## src/rtl/iddr_deser_pkg.sv

```systemverilog
// iddr_deser_pkg: K28.5 comma patterns and alignment FSM states shared by the DDR deserializer
package iddr_deser_pkg;
  localparam logic [9:0] K28_5_NEG = 10'b0011111010;
  localparam logic [9:0] K28_5_POS = 10'b1100000101;
  typedef enum logic {
    ST_SEARCH = 1'b0,
    ST_LOCKED = 1'b1
  } state_e;
endpackage

```

## src/rtl/iddr_comma_det.sv

```systemverilog
// iddr_comma_det: combinational K28.5 match (either disparity) on one bit-phase window
module iddr_comma_det
  import iddr_deser_pkg::*;
#(
  parameter int WIDTH = 10
) (
  input  logic [WIDTH-1:0] win_i,
  output logic             match_o
);
  localparam int N = WIDTH < 10 ? WIDTH : 10;
  logic [N-1:0] tail;
  assign tail    = win_i[N-1:0];
  assign match_o = (tail == K28_5_NEG[9-:N]) || (tail == K28_5_POS[9-:N]);
endmodule

```

## src/rtl/iddr_deser.sv

```systemverilog
// iddr_deser: DDR sample pair deserializer with K28.5 word alignment; IDDR_DESER_LOSS_CNT_EN adds a lock-loss counter
module iddr_deser
  import iddr_deser_pkg::*;
#(
  parameter int WIDTH         = 10,
  parameter int COMMA_TIMEOUT = 1024
) (
  input  logic             CLK,
  input  logic             RST_N,
  input  logic             DDR_Q1,
  input  logic             DDR_Q2,
  input  logic             RESYNC,
  output logic [WIDTH-1:0] DATA,
  output logic             DATA_VALID,
  output logic             LOCKED,
  output logic [7:0]       LOSS_CNT
);
  localparam int HW = WIDTH / 2;
  localparam int CW = $clog2(HW);
  localparam int TW = $clog2(COMMA_TIMEOUT + 1);
  state_e           state_q, state_d;
  logic [WIDTH:0]   sr_q, sr_d;
  logic             phase_q, phase_d;
  logic [CW-1:0]    cnt_q, cnt_d;
  logic [TW-1:0]    to_q, to_d, to_inc;
  logic [WIDTH-1:0] data_q, data_d, win0, win1, sel;
  logic             valid_q, valid_d;
  logic             c0, c1, csel, boundary, tmo, acquire;
  assign win0 = sr_q[WIDTH-1:0];
  assign win1 = sr_q[WIDTH:1];
  iddr_comma_det #(.WIDTH(WIDTH)) u_det0 (.win_i(win0), .match_o(c0));
  iddr_comma_det #(.WIDTH(WIDTH)) u_det1 (.win_i(win1), .match_o(c1));
  assign sel      = phase_q ? win1 : win0;
  assign csel     = phase_q ? c1 : c0;
  assign boundary = (state_q == ST_LOCKED) && (cnt_q == CW'(HW - 1));
  assign to_inc   = to_q + 1'b1;
  assign tmo      = !csel && (to_inc == TW'(COMMA_TIMEOUT));
  assign acquire  = (state_q == ST_SEARCH) && (c0 || c1);
  // alignment state register
  always_ff @(posedge CLK or negedge RST_N)
    if (!RST_N) state_q <= ST_SEARCH;
    else state_q <= state_d;
  // resync beats everything, then comma acquisition, then comma timeout at a word boundary
  always_comb
    state_d = RESYNC ? ST_SEARCH : acquire ? ST_LOCKED : (boundary && tmo) ? ST_SEARCH : state_q;
  // word counter, timeout counter, phase latch and output word selection
  always_comb begin
    sr_d    = {sr_q[WIDTH-2:0], DDR_Q1, DDR_Q2};
    phase_d = acquire ? (c1 && !c0) : phase_q;
    cnt_d   = (acquire || boundary) ? '0 : (state_q == ST_LOCKED) ? cnt_q + 1'b1 : cnt_q;
    to_d    = (acquire || (boundary && csel)) ? '0 : boundary ? to_inc : to_q;
    valid_d = !RESYNC && (acquire || (boundary && !tmo));
    data_d  = !valid_d ? data_q : acquire ? (c0 ? win0 : win1) : sel;
  end
  // datapath registers
  always_ff @(posedge CLK or negedge RST_N)
    if (!RST_N) begin
      sr_q    <= '0;
      phase_q <= 1'b0;
      cnt_q   <= '0;
      to_q    <= '0;
      data_q  <= '0;
      valid_q <= 1'b0;
    end else begin
      sr_q    <= sr_d;
      phase_q <= phase_d;
      cnt_q   <= cnt_d;
      to_q    <= to_d;
      data_q  <= data_d;
      valid_q <= valid_d;
    end
  assign DATA       = data_q;
  assign DATA_VALID = valid_q;
  assign LOCKED     = (state_q == ST_LOCKED);
`ifdef IDDR_DESER_LOSS_CNT_EN
  logic [7:0] loss_q, loss_d;
  // count every drop out of lock, saturating
  always_comb
    loss_d = (state_q == ST_LOCKED && state_d == ST_SEARCH && loss_q != 8'hFF) ? loss_q + 8'd1 : loss_q;
  // lock-loss counter register
  always_ff @(posedge CLK or negedge RST_N)
    if (!RST_N) loss_q <= '0;
    else loss_q <= loss_d;
  assign LOSS_CNT = loss_q;
`else
  assign LOSS_CNT = 8'd0;
`endif
endmodule

```

## config.mk

```make
export PLATFORM = sky130hd
export DESIGN_NAME = iddr_deser
export DESIGN_NICKNAME = d
export VERILOG_FILES = /design/src/rtl/iddr_deser_pkg.sv /design/src/rtl/iddr_comma_det.sv /design/src/rtl/iddr_deser.sv
export SDC_FILE = /design/constraint.sdc
export NUM_CORES = 1
export LEC_CHECK = 0
export ABC_CLOCK_PERIOD_IN_PS = 5650
export CAP_MARGIN = 20
export CORE_MARGIN = 5
export CORE_UTILIZATION = 47
export DETAILED_ROUTE_END_ITERATION = 8
export HOLD_SLACK_MARGIN = 0.05
export PLACE_DENSITY = 0.77
export SETUP_SLACK_MARGIN = 0.02
export SLEW_MARGIN = 20
export SYNTH_ARGS = -nofsm -noshare
export SYNTH_HDL_FRONTEND = slang
export SYNTH_HIERARCHICAL = 1
export SYNTH_SLANG_ARGS = --single-unit
```

## constraint.sdc

```tcl
create_clock -name CLK -period 5.65 [get_ports CLK]
set_clock_uncertainty 0.15 [all_clocks]
set_input_delay 1.13 -clock CLK [delete_from_list [all_inputs] [get_ports CLK]]
set_output_delay 1.13 -clock CLK [all_outputs]
set_load 0.01 [all_outputs]
```

==> load_flow_metrics.sql <==
INSERT INTO impl_metrics (metric_group, metric, value, unit) VALUES
('worst_setup_path', 'critical_path.max_stage_delay', '0.55', 'ns'),
('worst_setup_path', 'setup.worst_path.start', 'sr_q[1]', ''),
('clock_tree', 'post-cts-setup-buffer-count', '0', ''),
('worst_setup_path', 'critPathLaunchType', 'flop', ''),
('timing', 'report.final.slew_viol_count', '0', ''),
('synthesis', 'ys_ff_latch', '38', ''),
('worst_setup_path', 'worst_path_most_repeated_cell', 'nor2_1', ''),
('run_status', 'status', 'completed', ''),
('global_route', 'grt_antenna_before_repair', '0', ''),
('synthesis', 'yosysTopAreaCell', 'dfrtp_1', ''),
('timing', 'grt_setup_unrepaired', 'false', ''),
('synthesis', 'synth_top_cells_by_area', 'dfrtp_1 (48%), mux2_4 (6.9%), mux2_2 (6.3%)', ''),
('timing', 'timing_hold_violations_final', '0', ''),
('pwr', 'p_sw_share', '24.1', '%'),
('worst_setup_path', 'cp.required', '5.68', 'ns'),
('placement', 'postPlaceCellArea', '2140', 'µm²'),
('clock_tree', 'clock_sink_count', '38', ''),
('pwr', 'share_clk_of_total_power', '34.5', '%'),
('synthesis', 'post_synth_instance_area', '1970', 'µm²'),
('run', 'drv_cap', '0', ''),
('placement', 'post-dp-hpwl', '2.68', 'mm'),
('pwr', 'power_density', '248', 'nW/µm²'),
('routing', 'first_pass_iters', '4', ''),
('floorplanning', 'dieWidth', '74.8', 'µm'),
('pwr', 'vdd_ir_drop_max', '0.163', 'mV'),
('timing', 'worst_pin_slew', '0.821', 'ns'),
('pwr', 'static-leakage-power', '0.000986', 'µW'),
('layout', 'layout-drive-gt1-share', '20.7', '%'),
('floorplanning', 'die-area', '5590', 'µm²'),
('layout', 'area_growth_syn_to_layout', '12.9', '%'),
('worst_setup_path', 'endpoint_kind', 'flop', ''),
('layout', 'utilization_after_layout', '55.3', '%'),
('placement', 'dp.cells', '230', ''),
('global_route', 'grt_first_pass_wirelength', '6.59', 'mm'),
('synthesis', 'avg_cell_area_syn', '11.7', 'µm²'),
('routing', 'ant_nets', '0', ''),
('hold_path', 'worstHoldPathType', 'reg -> reg', ''),
('worst_setup_path', 'startpoint_of_the_lowest_slack_register_to_register_path', 'sr_q[1]', ''),
('floorplanning', 'io_pins', '25', ''),
('clock_tree', 'cts_tree', 'built', ''),
('placement', 'buffer_ports.inserted', '16', ''),
('timing', 'setup_viol', '0', ''),
('clock_tree', 'htree_num_levels', '2', ''),
('clock_tree', 'hold_buffers', '0', ''),
('floorplanning', 'core.rowCount', '23', ''),
('clock_tree', 'tritoncts.num_buffers', '5', ''),
('global_route', 'grt_use_total', '15.7', '%'),
('floorplanning', 'coreArea', '4030', 'µm²'),
('pwr', 'switchingPower', '133', 'µW'),
('clock_tree', 'cts_root_buffer', 'clkbuf_8', ''),
('synthesis', 'yosys.area.top_type_share', '48.2', '%'),
('global_route', 'grt_pass1_vias', '1420', ''),
('clock_tree', 'clk-insertion-delay-late', '0.29', 'ns'),
('floorplanning', 'chip_height', '74.8', 'µm'),
('worst_setup_path', 'critical-path-slowest-cell', 'or4b_1', ''),
('synthesis', 'ys_seq_area_share', '48.2', '%'),
('synthesis', 'yosysWarnings', '6', ''),
('routing', 'totalWireLength', '3.81', 'mm'),
('worst_setup_path', 'worst_path_dominant_cell_family', 'simple AND/OR/NAND/NOR gates', ''),
('worst_setup_path', 'cp_data_arrival_time', '3.18', 'ns'),
('layout', 'final_cell_mix', 'dfrtp_1 (38), clkdlybuf4s50_1 (15), nand2_1 (12)', ''),
('hold_path', 'hp-start', 'sr_q[0]', ''),
('clock_tree', 'clock_slew_seen_by_the_registers_of_the_worst_setup_and_hold_paths', '0.07', 'ns'),
('synthesis', 'post_synth_inst_count', '169', ''),
('worst_setup_path', 'worstSetupPathType', 'reg -> reg', ''),
('routing', 'detail_route.vias_per_cell', '5.68', ''),
('timing', 'tns', '0', 'ns'),
('synthesis', 'synth.lib_cells_used.distinct', '36', ''),
('global_route', 'grt_overflow_total', '0', ''),
('routing', 'drc', '0', ''),
('worst_setup_path', 'timing.critical_path.fanout_max', '12', '');
[layout make-up]
type | count | area, µm²
tap | 50 | 62.6
fill | 348 | 1800
multi-input combinational | 119 | 933
timing repair buffer | 18 | 170
sequential | 38 | 951
inverter | 5 | 18.8
clock inverter | 1 | 5.00
clock buffer | 7 | 86.3
[per-layer routing]
metal  track usage (%)  share of wire, %  vias up
met2              26.0                51       38
met3              5.61               4.4       11
met1              18.2                42      674
met5                 0                 0        -
met4              7.11               2.6        0
li1                  -                 -      630
[synth_stat cells (all sizes together)]
library cell / count
a41o: 1
nor2b: 1
and4: 1
nand4: 5
a21oi: 2
buf: 11
conb: 1
clkbuf: 3
nor3: 4
nor4b: 2
a211oi: 1
o31ai: 3
nand4b: 2
xnor2: 8
a32o: 5
o41ai: 3
or4b: 2
dfrtp: 38
mux2i: 1
or3: 1
nand3: 6
inv: 5
nand2: 12
and3: 2
nor2: 11
mux2: 20
o21ai: 11
o21a: 1
ha: 4
and4b: 2
[power groups by stage]
stage | Clock (µW) | Combinational (µW) | Sequential [µW]
2_1_floorplan | 0 | 40.3 | 303
3_3_place_gp | 0 | 59.6 | 303
3_5_place_dp | 0 | 61.9 | 305
4_1_cts | 197 | 62.3 | 300
5_1_grt | 209 | 68.0 | 302
6_report | 190 | 61.1 | 300
[state kept, by name (all words and copies together) (netlist names)]
name and flops:
to_q 11, DATA_VALID 1, DATA 10, LOCKED 1
sr_q 11, phase_q 1, cnt_q 3
[through the flow]
step           total power, µW  setup WS (ns)  hold WS, ns
2_1_floorplan              344           2.55        0.224
3_3_place_gp               363           2.63        0.251
3_5_place_dp               367           2.54        0.248
4_1_cts                    560           2.50        0.271
5_1_grt                    579           2.13        0.283
6_report                   551           2.50        0.266
[final timing paths]
path	end	slack, ns	depth (start not counted)
setup / recovery	DATA[4]	2.50	9
hold / removal	sr_q[2]	0.27	0
setup reg to reg	DATA[4]	2.50	9
hold reg to reg	sr_q[2]	0.27	0
max in group asynchronous	cnt_q[1]	4.05	1
min in group asynchronous	to_q[2]	0.78	1
[cells by family (layout without fill, tap and decap cells)]
logic type	Yosys count	in the layout	synth area share, %
and+or+nand+nor	51	51	14.8
DFF	38	38	48.2
xor gates and xnor gates	8	8	3.55
adders and majority gates	4	4	2.54
other	1	8	0.190
AOI/OAI and AO/OA	27	27	10.6
muxes	21	21	14.3
buffers and inverters	19	31	5.77
Power figures use the tool's default switching activity.
